[src/rtl/mario_sound_mix_sched.sv]
// Purpose: four-channel sound mixer with per-channel mute/attenuation; sums one sample per channel each frame, saturated to 16 bits.
// Latency: sample tick in cycle T -> O_SND_VLD/O_SND_DAT in cycle T+6; one frame every DIV clocks.
// Backpressure: none; O_SND_VLD is a one-cycle pulse, and the consumer must take it in that cycle.
//
// Ports:
//   I_CLK_12M                 sole clock
//   I_RESET                   asynchronous active-high reset; aborts any frame in progress and clears config
//   I_SND1..I_SND4            signed 16-bit channel samples ch0..ch3, sampled at the frame capture edge
//   I_CFG_WE/ADDR/DAT         config write: I_CFG_DAT = {mute, atten[2:0]} for channel I_CFG_ADDR
//   O_SND_DAT                 signed mixed sample, holds between frames
//   O_SND_VLD                 one-cycle pulse when O_SND_DAT takes a new value
//   O_CLIP                    high with O_SND_VLD when that sample was clamped
//   O_BUSY                    high while a frame is being accumulated or saturated
module mario_sound_mix_sched #(
  parameter int DIV = 250
) (
  input  logic        I_CLK_12M,
  input  logic        I_RESET,
  input  logic [15:0] I_SND1,
  input  logic [15:0] I_SND2,
  input  logic [15:0] I_SND3,
  input  logic [15:0] I_SND4,
  input  logic        I_CFG_WE,
  input  logic [1:0]  I_CFG_ADDR,
  input  logic [3:0]  I_CFG_DAT,
  output logic [15:0] O_SND_DAT,
  output logic        O_SND_VLD,
  output logic        O_CLIP,
  output logic        O_BUSY
);

  localparam logic [11:0] TICK_AT = 12'(DIV - 1);

  typedef enum logic [1:0] {
    IDLE = 2'd0,
    ACC  = 2'd1,
    SAT  = 2'd2
  } state_t;

  state_t             state;
  state_t             state_nxt;
  logic [11:0]        tick_cnt;
  logic               tick;
  logic [1:0]         idx;
  logic signed [18:0] acc;
  logic [3:0][15:0]   snap;
  logic [3:0][3:0]    cfg;
  logic [3:0][3:0]    cfg_snap;
  logic signed [15:0] shifted;
  logic signed [18:0] term;
  logic               sat_hi;
  logic               sat_lo;

  assign tick   = (tick_cnt == TICK_AT);
  assign O_BUSY = (state != IDLE);

  // Free-running sample-rate divider; it keeps counting regardless of the FSM.
  always_ff @(posedge I_CLK_12M or posedge I_RESET) begin
    if (I_RESET) begin
      tick_cnt <= '0;
    end else if (tick) begin
      tick_cnt <= '0;
    end else begin
      tick_cnt <= tick_cnt + 12'd1;
    end
  end

  always_ff @(posedge I_CLK_12M or posedge I_RESET) begin
    if (I_RESET) begin
      state <= IDLE;
    end else begin
      state <= state_nxt;
    end
  end

  // A tick arriving outside IDLE is simply dropped.
  always_comb begin
    state_nxt = state;
    case (state)
      IDLE:    if (tick) state_nxt = ACC;
      ACC:     if (idx == 2'd3) state_nxt = SAT;
      SAT:     state_nxt = IDLE;
      default: state_nxt = IDLE;
    endcase
  end

  // Per-channel term from the frozen snapshot: arithmetic shift keeps the sign,
  // then sign-extend into the 19-bit accumulator so four full-scale terms fit.
  always_comb begin
    shifted = $signed(snap[idx]) >>> cfg_snap[idx][2:0];
    term    = cfg_snap[idx][3] ? 19'sd0 : {{3{shifted[15]}}, shifted};
  end

  assign sat_hi = (acc > 19'sd32767);
  assign sat_lo = (acc < -19'sd32768);

  always_ff @(posedge I_CLK_12M or posedge I_RESET) begin
    if (I_RESET) begin
      cfg       <= '0;
      cfg_snap  <= '0;
      snap      <= '0;
      acc       <= '0;
      idx       <= '0;
      O_SND_DAT <= '0;
      O_SND_VLD <= 1'b0;
      O_CLIP    <= 1'b0;
    end else begin
      O_SND_VLD <= 1'b0;
      O_CLIP    <= 1'b0;
      // Live config register; the capture below reads the pre-write value,
      // so a write on the capture edge only affects the following frame.
      if (I_CFG_WE) begin
        cfg[I_CFG_ADDR] <= I_CFG_DAT;
      end
      case (state)
        IDLE: begin
          if (tick) begin
            snap     <= {I_SND4, I_SND3, I_SND2, I_SND1};
            cfg_snap <= cfg;
            acc      <= '0;
            idx      <= '0;
          end
        end
        ACC: begin
          acc <= acc + term;
          idx <= idx + 2'd1;
        end
        SAT: begin
          O_SND_VLD <= 1'b1;
          O_CLIP    <= sat_hi | sat_lo;
          if (sat_hi) begin
            O_SND_DAT <= 16'h7FFF;
          end else if (sat_lo) begin
            O_SND_DAT <= 16'h8000;
          end else begin
            O_SND_DAT <= acc[15:0];
          end
        end
        default: ;
      endcase
    end
  end

endmodule
[config.mk]
export PLATFORM = sky130hd
export DESIGN_NAME = mario_sound_mix_sched
export DESIGN_NICKNAME = d
export VERILOG_FILES = /design/src/rtl/mario_sound_mix_sched.sv
export SDC_FILE = /design/constraint.sdc
export NUM_CORES = 1
export LEC_CHECK = 0
export ABC_AREA = 1
export CORE_MARGIN = 2
export CORE_UTILIZATION = 45
export CTS_BUF_LIST = sky130_fd_sc_hd__clkbuf_8 sky130_fd_sc_hd__clkbuf_16
export DETAILED_ROUTE_END_ITERATION = 10
export PLACE_DENSITY = 0.66
export SKIP_CTS_REPAIR_TIMING = 1
export SYNTH_ARGS = -nofsm -noshare
export SYNTH_HDL_FRONTEND = slang
export SYNTH_SLANG_ARGS = --single-unit
[constraint.sdc]
create_clock -name I_CLK_12M -period 6.6 [get_ports I_CLK_12M]
set_input_delay 1.32 -clock I_CLK_12M [delete_from_list [all_inputs] [get_ports I_CLK_12M]]
set_output_delay 1.32 -clock I_CLK_12M [all_outputs]
set_load 0.05 [all_outputs]
## Word level (Yosys, flattened, before mapping)

Index checks and enable logic that the tools add are counted.

- Input bits: 73
- Word-level logic and storage cells: 62
- Register bits: 149
- Output and inout bits: 19

- Order comparisons: 5
- Add/sub/neg operators: 3
- Equal/unequal tests: 6
- Multiplexer cells: 20
- Bitwise logic cells: 1
- Shift-type cells: 1
- Reductions and logical operators: 7

Operators with widths:

| cell | number |
|---|---|
| $mux W16 | 3 |
| $mux W19 | 2 |
| $pmux W19 S2 | 1 |
| $bmux W16 S2 | 1 |
| $add A19 B19 Y19 | 1 |
| $gt A19 B16 Y1 const B | 1 |
| $lt A19 B16 Y1 const B | 1 |
| $bwmux W16 | 1 |
| $sshr A16 B3 Y16 | 1 |
| $add A12 B1 Y12 const B | 1 |
| $eq A12 B8 Y1 const B | 1 |
| $mux W12 | 1 |
| $bmux W4 S2 | 1 |
| $demux W4 S2 | 1 |
| $mux W4 | 2 |
| $pmux W2 S2 | 2 |
| $lt A2 B3 Y1 const B | 2 |
| $mux W2 | 3 |
| $reduce_and A2 Y1 | 3 |
| $eq A2 B2 Y1 const B | 2 |
| $ne A2 B2 Y1 const B | 2 |
| $reduce_bool A2 Y1 | 2 |
| $add A2 B1 Y2 const B | 1 |
| $eq A2 B1 Y1 const B | 1 |
| other kinds (5) | 6 |

## Longest topological paths before layout

Gate-level depths: netlist of the first run.

- Word-level depth: 6
- Gate-level depth with buffers: 24
- Gate-level depth less buffers: 22

## Worst setup path after synthesis of the first run

Ideal clock, no wire load.

- Path type: register to register
- From: register idx[1]
- To: register acc[16]
- Arrival: 2.629 ns
- Stages on the path, launching flop included: 22
- Setup time: 0.118 ns
- Clock period less this slack: 2.747 ns
- Required time: 6.482 ns
- Setup slack: 3.853 ns
- Cell sequence: dfrtp_1 buf_2 inv_1 buf_4 buf_4 nand3_1 nand2_1 nand2_1 nand3_1 nand3_1 nand2_1 a21oi_2 ha_1 fa_1 nand3_1 nand3_1 nand2_1 nand3b_1 nand2_1 nand3b_1 nand3_1 nand2_1

- Cells in the longest elaborated chain, start to end: 6

Ends and longest elaborated chain:

| what | line | text |
|---|---|---|
| from (decl) | 44 | `logic [1:0] idx;` |
| from (signal assigned) | 126 | `idx <= idx + 2'd1;` |
| $bmux W16 S2 or $bmux W4 S2 (tied branches) | 90, 91 |  |
| $mux W16 (not written as such) or $mux W4 (tied branches) | 90, 91 |  |
| $sshr A16 B3 Y16 | 90 | `shifted = $signed(snap[idx]) >>> cfg_snap[idx][2:0];` |
| $mux W19 * | 91 | `term = cfg_snap[idx][3] ? 19'sd0 : {{3{shifted[15]}}, shifted};` |
| $add A19 B19 Y19 * | 125 | `acc <= acc + term;` |
| $pmux W19 S2 * | 115 | `case (state)` |
| to (signal assigned) | 125 |  |
| to (decl) | 45 | `logic signed [18:0] acc;` |

Mark *: on every way between the ends. The rest lies on a longest branch, timed or not. The select of a mux whose other input is x is not followed.
A chain may end at the register's enable or synchronous reset.

## Worst setup path in the final report of the first run

- From: register idx[0]
- To: register acc[12]

The elaborated chain is that of the path after synthesis.

==> results of run 1 <==
[per-layer routing]
metal / global-route usage, % / share of wire, %
met1: 30.96 / 50
met2: 33.22 / 45
met3: 3.764 / 3.4
met4: 6.069 / 1.4
met5: 0 / 0
[power breakdown]
part	internal, mW	switching, mW
Combinational	0.0439	0.0325
Sequential	0.929	0.00819
Clock	0.522	0.403
Total	1.49	0.444
[worst min-delay path, stage by stage, from the launching register on]
cell	delay (ns)
dfrtp_1	0.34
nand2_1	0.05
nand2_1	0.04
[sequential cells by signal (all words and copies together) (netlist names)]
| name | cells |
|---|---|
| state | 2 |
| O_CLIP | 1 |
| O_SND_VLD | 1 |
| cfg_snap | 16 |
| snap | 64 |
| O_SND_DAT | 16 |
| tick_cnt | 12 |
| idx | 2 |
| acc | 19 |
| cfg | 16 |
[cell type report]
| cell class | instances | area [um2] | area share [%] |
|---|---|---|---|
| multi-input cells | 872 | 3872 | 40.11 |
| clock buffers | 17 | 425.4 | 4.406 |
| flip-flops and latches | 149 | 3729 | 38.62 |
| repair buffers | 98 | 963.4 | 9.978 |
| well taps | 229 | 286.5 | 2.967 |
| inverters | 64 | 245.2 | 2.540 |
| clock inverters | 15 | 133.9 | 1.387 |
[metrics by stage]
step	hold WS, ns	total power [mW]	cells	utilization, %	setup slack [ns]
after detailed placement	0.4520	1.033	1412	50.99	2.665
after global routing	0.5021	2.015	1444	54.12	2.201
after floorplan	0.4422	0.9785	1130	-	1.272
final	0.4682	1.938	1444	54.12	2.620
after CTS	0.4694	1.961	1444	54.12	2.639
after global placement	0.4502	1.031	1412	50.99	2.711
[logic make-up (layout without fill, tap and decap cells)]
logic type               count (synthesis)  after routing  synth area share, %
flip-flops                             149            149                45.75
adder cells (fa/ha/maj)                 22             22                3.470
XOR/XNOR                                12             12                1.290
buffers and inverters                  109            194                6.786
AO/OA/AOI/OAI                           94             94                5.896
AND/OR/NAND/NOR                        744            744                36.80
[final timing paths]
kind	start	to	slack, ns	cells after the start
max	idx[0]	acc[12]	2.62	19
min	cfg[11]	cfg_snap[11]	0.47	2
max reg2reg	idx[0]	acc[12]	2.62	19
min reg2reg	cfg[11]	cfg_snap[11]	0.47	2
max in group asynchronous	I_RESET	cfg_snap[12]	3.99	3
min in group asynchronous	I_RESET	O_SND_DAT[1]	1.46	2
[synth_stat cells, drive strengths merged (2+ instances only)]
cell type	number
a21oi	32
and2	3
buf	38
clkbuf	7
dfrtp	149
ha	21
inv	64
nand2	556
nand3	103
nand3b	7
nor2	66
nor3	2
nor4	2
o21ai	59
or2	2
xnor2	5
xor2	7
==> results.py, run 1 <==
metrics = {
    "layout": {
        "fill_cells": 1770,
        "fin_area_um2": 9656,
        "area_delta_synth_final_pct": 18.49,
        "layout.nets": 1297,
        "final_common_cell": "nand2_1",
        "diodes": 0,
        "final_layout_size_suffix_gt1_share_pct": 4.280,
        "final_cell_mix": "nand2_1 (554), dfrtp_1 (149), nand3_1 (102)",
    },
    "worst_hold_path": {
        "min_path_type": "reg2reg",
    },
    "worst_setup_path": {
        "slowest_stage": "inv_2",
        "critPathBufInv": 3,
        "critPathCaptureType": "flip-flop",
        "slowest_delay_ns": 0.54,
        "critPathArrivalTime_ns": 4.29,
        "cp.required_ns": 6.91,
        "path_cells": "buf_4 -> inv_2 -> nand2_1 -> nand3_1 -> nand2_1 -> inv_2 -> a21oi_1 -> a21oi_1 -> a21oi_2 -> ha_1 -> fa_1 -> nand3_1 -> nand3_1 -> nand2_1 -> nand3b_1 -> nand2_1 -> nand3b_1 -> nand3_1 -> nand2_1",
        "crit_type": "reg2reg",
        "cp_common_cell": "nand2_1",
        "worstSetupStartpointType": "flip-flop",
        "crit_fanout": 47,
        "crit_family": "simple AND/OR/NAND/NOR gates",
    },
    "clocking": {
        "cts_buffers": 17,
        "clock_latency_ns": 0.42,
        "cts.sinks": 149,
        "cts_tree": "done",
        "cts_max_level": 4,
        "clkTransAtPathRegs_ns": 0.06,
        "root_buffer": "clkbuf_16",
        "cts.path.max_buffers": 2,
    },
    "floorplanning": {
        "dieWidth_um": 138.6,
        "placementRows": 49,
        "core_region_area_um2": 17840,
        "start_util_pct": 45.68,
        "ioPinCount": 92,
        "die_height_um": 138.6,
        "die-area_um2": 19200,
    },
    "yosys": {
        "yosysSeqAreaShare_pct": 45.75,
        "ys.flop_type": "dfrtp_1",
        "synth_top_area_cell": "dfrtp_1",
        "synth_edf_count": 0,
        "yosysWarnings": 0,
        "synth_top_area_share_pct": 45.75,
        "synth.ff_latch_count": 149,
        "postSynthAreaPerCell_um2": 7.212,
        "netlist_area_um2": 8149,
        "synth_cell_type_count": 35,
        "synth_nets": 1225,
        "ys_async_sr_fraction_pct": 100.0,
        "syn_inst": 1130,
        "ys_top_cells_by_area": "dfrtp_1 (46%), nand2_1 (26%), nand3_1 (6.3%), o21ai_0 (3.5%), ha_1 (3.2%)",
    },
    "power": {
        "leakage_nw": 4.932,
        "p_per_area_nw_per_um2": 200.7,
        "peakVddDrop_mv": 0.1843,
    },
    "sta": {
        "setup_viol_count_final": 0,
        "slew_headroom_pct": 23.63,
        "fin_tns_setup_ns": 0,
        "fin_skew_ns": 0.01083,
        "rsz0062_at_grt": "false",
        "fin_crit_ns": 3.980,
        "final.period_utilization_pct": 60.31,
        "worstMarginPinSlew_ns": 1.146,
        "hold_viol": 0,
        "fmax_mhz": 251.2,
        "report.final.slew_viol_count": 0,
    },
    "placement": {
        "place_area_um2": 9096,
        "gp_congestion": 0.9363,
        "dp_hpwl_um": 13930,
        "io_buffers": 91,
    },
    "routing": {
        "drt-total-wl_um": 19650,
        "vias_per_cell": 4.995,
        "drc_errors": 0,
        "dr.pass1.iters": 5,
        "ant_nets": 0,
        "vias": 7213,
        "drt-initial-drc-count": 464,
        "post_drt_wl_per_cell_um": 13.61,
    },
    "outcome": {
        "status": "complete, no violations",
    },
    "global_routing": {
        "grt_usage_pct": 21.38,
        "grt_max_degree": 101,
        "grt_pass1_vias": 6756,
        "grt_antenna_before_repair": 0,
        "overflow": 0,
        "grt_pass1_wl_um": 33530,
    },
    "run": {
        "cap_violations": 0,
    },
}
No activity file was read; power rests on OpenSTA's default activity.
==> run 2, diff against run 1 <==
==> constraint.sdc (replaced) <==
create_clock -name I_CLK_12M -period 3.8 [get_ports I_CLK_12M]
set_input_delay 0.76 -clock I_CLK_12M [delete_from_list [all_inputs] [get_ports I_CLK_12M]]
set_output_delay 0.76 -clock I_CLK_12M [all_outputs]
set_load 0.05 [all_outputs]
==> run 2 against run 1 <==
  * Utilization increased by 0.39 points
  * Global-route usage increased by 0.54 points
  * Via count grew 0.11%
  * Final cell count grew 0.28%
  * Power up 74%
  * Critical path type unchanged
==> results.py, run 2 (synthesis gave the netlist of run 1 again) <==
metrics = {
    "outcome": {
        "status": "complete, no violations",
    },
    "power": {
        "switchingPower_mw": 0.7667,
        "swShare_pct": 22.79,
        "p_clk_share_pct": 47.4,
        "pwr-share-comb_pct": 4.2,
        "pwr-share-seq_pct": 48.4,
        "p_per_area_nw_per_um2": 346.0,
        "leakage_nw": 4.956,
        "p_int_mw": 2.598,
        "peakVddDrop_mv": 0.2719,
    },
    "floorplanning": {
        "placementRows": 49,
        "core_region_area_um2": 17840,
        "die_height_um": 138.6,
        "die-area_um2": 19200,
        "dieWidth_um": 138.6,
        "start_util_pct": 45.68,
        "ioPinCount": 92,
    },
    "layout": {
        "final_common_cell": "nand2_1",
        "final_util_pct": 54.51,
        "largest_reg_flops": 64,
        "area_delta_synth_final_pct": 19.35,
        "reg_top3": "snap: 64 flops, acc: 19 flops",
        "fill_cells": 1764,
        "final_cell_mix": "nand2_1 (554), dfrtp_1 (149), nand3_1 (102)",
        "layout.nets": 1302,
        "regMostFlops": "snap",
        "final_layout_size_suffix_gt1_share_pct": 4.676,
        "seq_area_um2": 3729,
        "multi_input_area_um2": 3872,
        "diodes": 0,
    },
    "clocking": {
        "root_buffer": "clkbuf_16",
        "cts.path.max_buffers": 2,
        "cts_max_level": 4,
        "cts_buffers": 17,
        "clkTransAtPathRegs_ns": 0.07,
        "cts.sinks": 149,
        "clock_latency_ns": 0.43,
        "cts_tree": "done",
    },
    "worst_setup_path": {
        "crit_type": "reg2reg",
        "critPathCaptureType": "flip-flop",
        "worstSetupStartpointType": "flip-flop",
        "cp.required_ns": 4.11,
        "crit_fanout": 46,
        "critPathArrivalTime_ns": 3.72,
    },
    "global_routing": {
        "grt_pass1_vias": 6955,
        "grt_pass1_wl_um": 34200,
        "overflow": 0,
        "grt_usage_pct": 21.92,
        "grt_max_degree": 62,
        "grt_antenna_before_repair": 0,
    },
    "placement": {
        "io_buffers": 91,
        "post-place-ws_ns": 0.4356,
        "dp_hpwl_um": 14580,
        "gp_congestion": 0.9188,
    },
    "routing": {
        "drt-total-wl_um": 20010,
        "drc_errors": 0,
        "ant_nets": 0,
        "drt-initial-drc-count": 552,
        "dr.pass1.iters": 5,
        "post_drt_wl_per_cell_um": 13.82,
        "vias": 7221,
        "vias_per_cell": 4.987,
    },
    "sta": {
        "fin_tns_setup_ns": 0,
        "slew_headroom_pct": 26.69,
        "final.period_utilization_pct": 89.56,
        "worstMarginPinSlew_ns": 1.100,
        "rsz0062_at_grt": "false",
        "setup_viol_count_final": 0,
        "fmax_mhz": 293.8,
        "fin_ws_ns": 0.3969,
        "fin_skew_ns": 0.01244,
        "hold_viol": 0,
        "report.final.slew_viol_count": 0,
        "fin_crit_ns": 3.403,
    },
    "worst_hold_path": {
        "min_path_type": "reg2reg",
    },
    "run": {
        "cap_violations": 0,
    },
}
## run 2: cell count changes in the layout (fill, tap and decap cells not counted), sizes merged
cell      change
buf           +5
inv           -2
clkinvlp      +1
## run 2: worst paths after layout
| path | from | to | slack [ns] | cells after the start |
|---|---|---|---|---|
| max reg2reg | idx[0] | acc[16] | 0.40 | 19 |
| min | cfg[11] | cfg_snap[11] | 0.47 | 2 |
| max in group asynchronous | I_RESET | cfg_snap[13] | 2.16 | 3 |
| min in group asynchronous | I_RESET | snap[7] | 0.87 | 2 |
| max | idx[0] | acc[16] | 0.40 | 19 |
| min reg2reg | cfg[11] | cfg_snap[11] | 0.47 | 2 |
## run 2: worst max-delay path, cell delays in order (launching register included)
cell and delay (ns):
dfrtp_1 0.38, buf_4 0.27, nand2_1 0.14, nand3_1 0.08, nand2_1 0.37, nand2_1 0.16
nand3_1 0.15, nand3_1 0.09, nand2_1 0.09, a21oi_2 0.05, ha_1 0.24, fa_1 0.44
nand3_1 0.11, nand3_1 0.13, nand2_1 0.10, nand3b_1 0.14, nand2_1 0.12, nand3b_1 0.08
nand3_1 0.09, nand2_1 0.05
## run 2: cell type report
cell class / instances / share of cell area [%]
Inverter: 64 / 2.509
Timing Repair Buffer: 103 / 10.68
Clock buffer: 17 / 4.374
Clock inverter: 14 / 1.338
Sequential cell: 149 / 38.34
Tap cell: 229 / 2.946
Multi-Input combinational cell: 872 / 39.82
## run 2: per-layer routing
metal	routed length, um	GRT usage [%]	up-vias
met5	0	0	-
met4	271	6.552	0
met3	683	3.177	18
met2	9135	34.89	145
met1	9915	31.35	3348
li1	-	-	3710
## run 2: power groups by stage
| stage | logic [mW] | registers (mW) | clock network, mW |
|---|---|---|---|
| after floorplan | 0.0464 | 1.65 | 0 |
| after global placement | 0.142 | 1.66 | 0 |
| after detailed placement | 0.144 | 1.66 | 0 |
| after CTS | 0.144 | 1.63 | 1.63 |
| after global routing | 0.159 | 1.63 | 1.70 |
| final | 0.140 | 1.63 | 1.60 |
## run 2: through the flow
stage / hold slack (ns) / cell area, um2 / std cells / power [mW]
finish: 0.4718 / 9726 / 1448 / 3.365
global route: 0.4882 / 9726 / 1448 / 3.492
CTS: 0.4759 / 9726 / 1448 / 3.400
detailed placement: 0.4577 / 9170 / 1417 / 1.802
global placement: 0.4503 / 9170 / 1417 / 1.799
floorplan: 0.4422 / 8153 / 1130 / 1.700
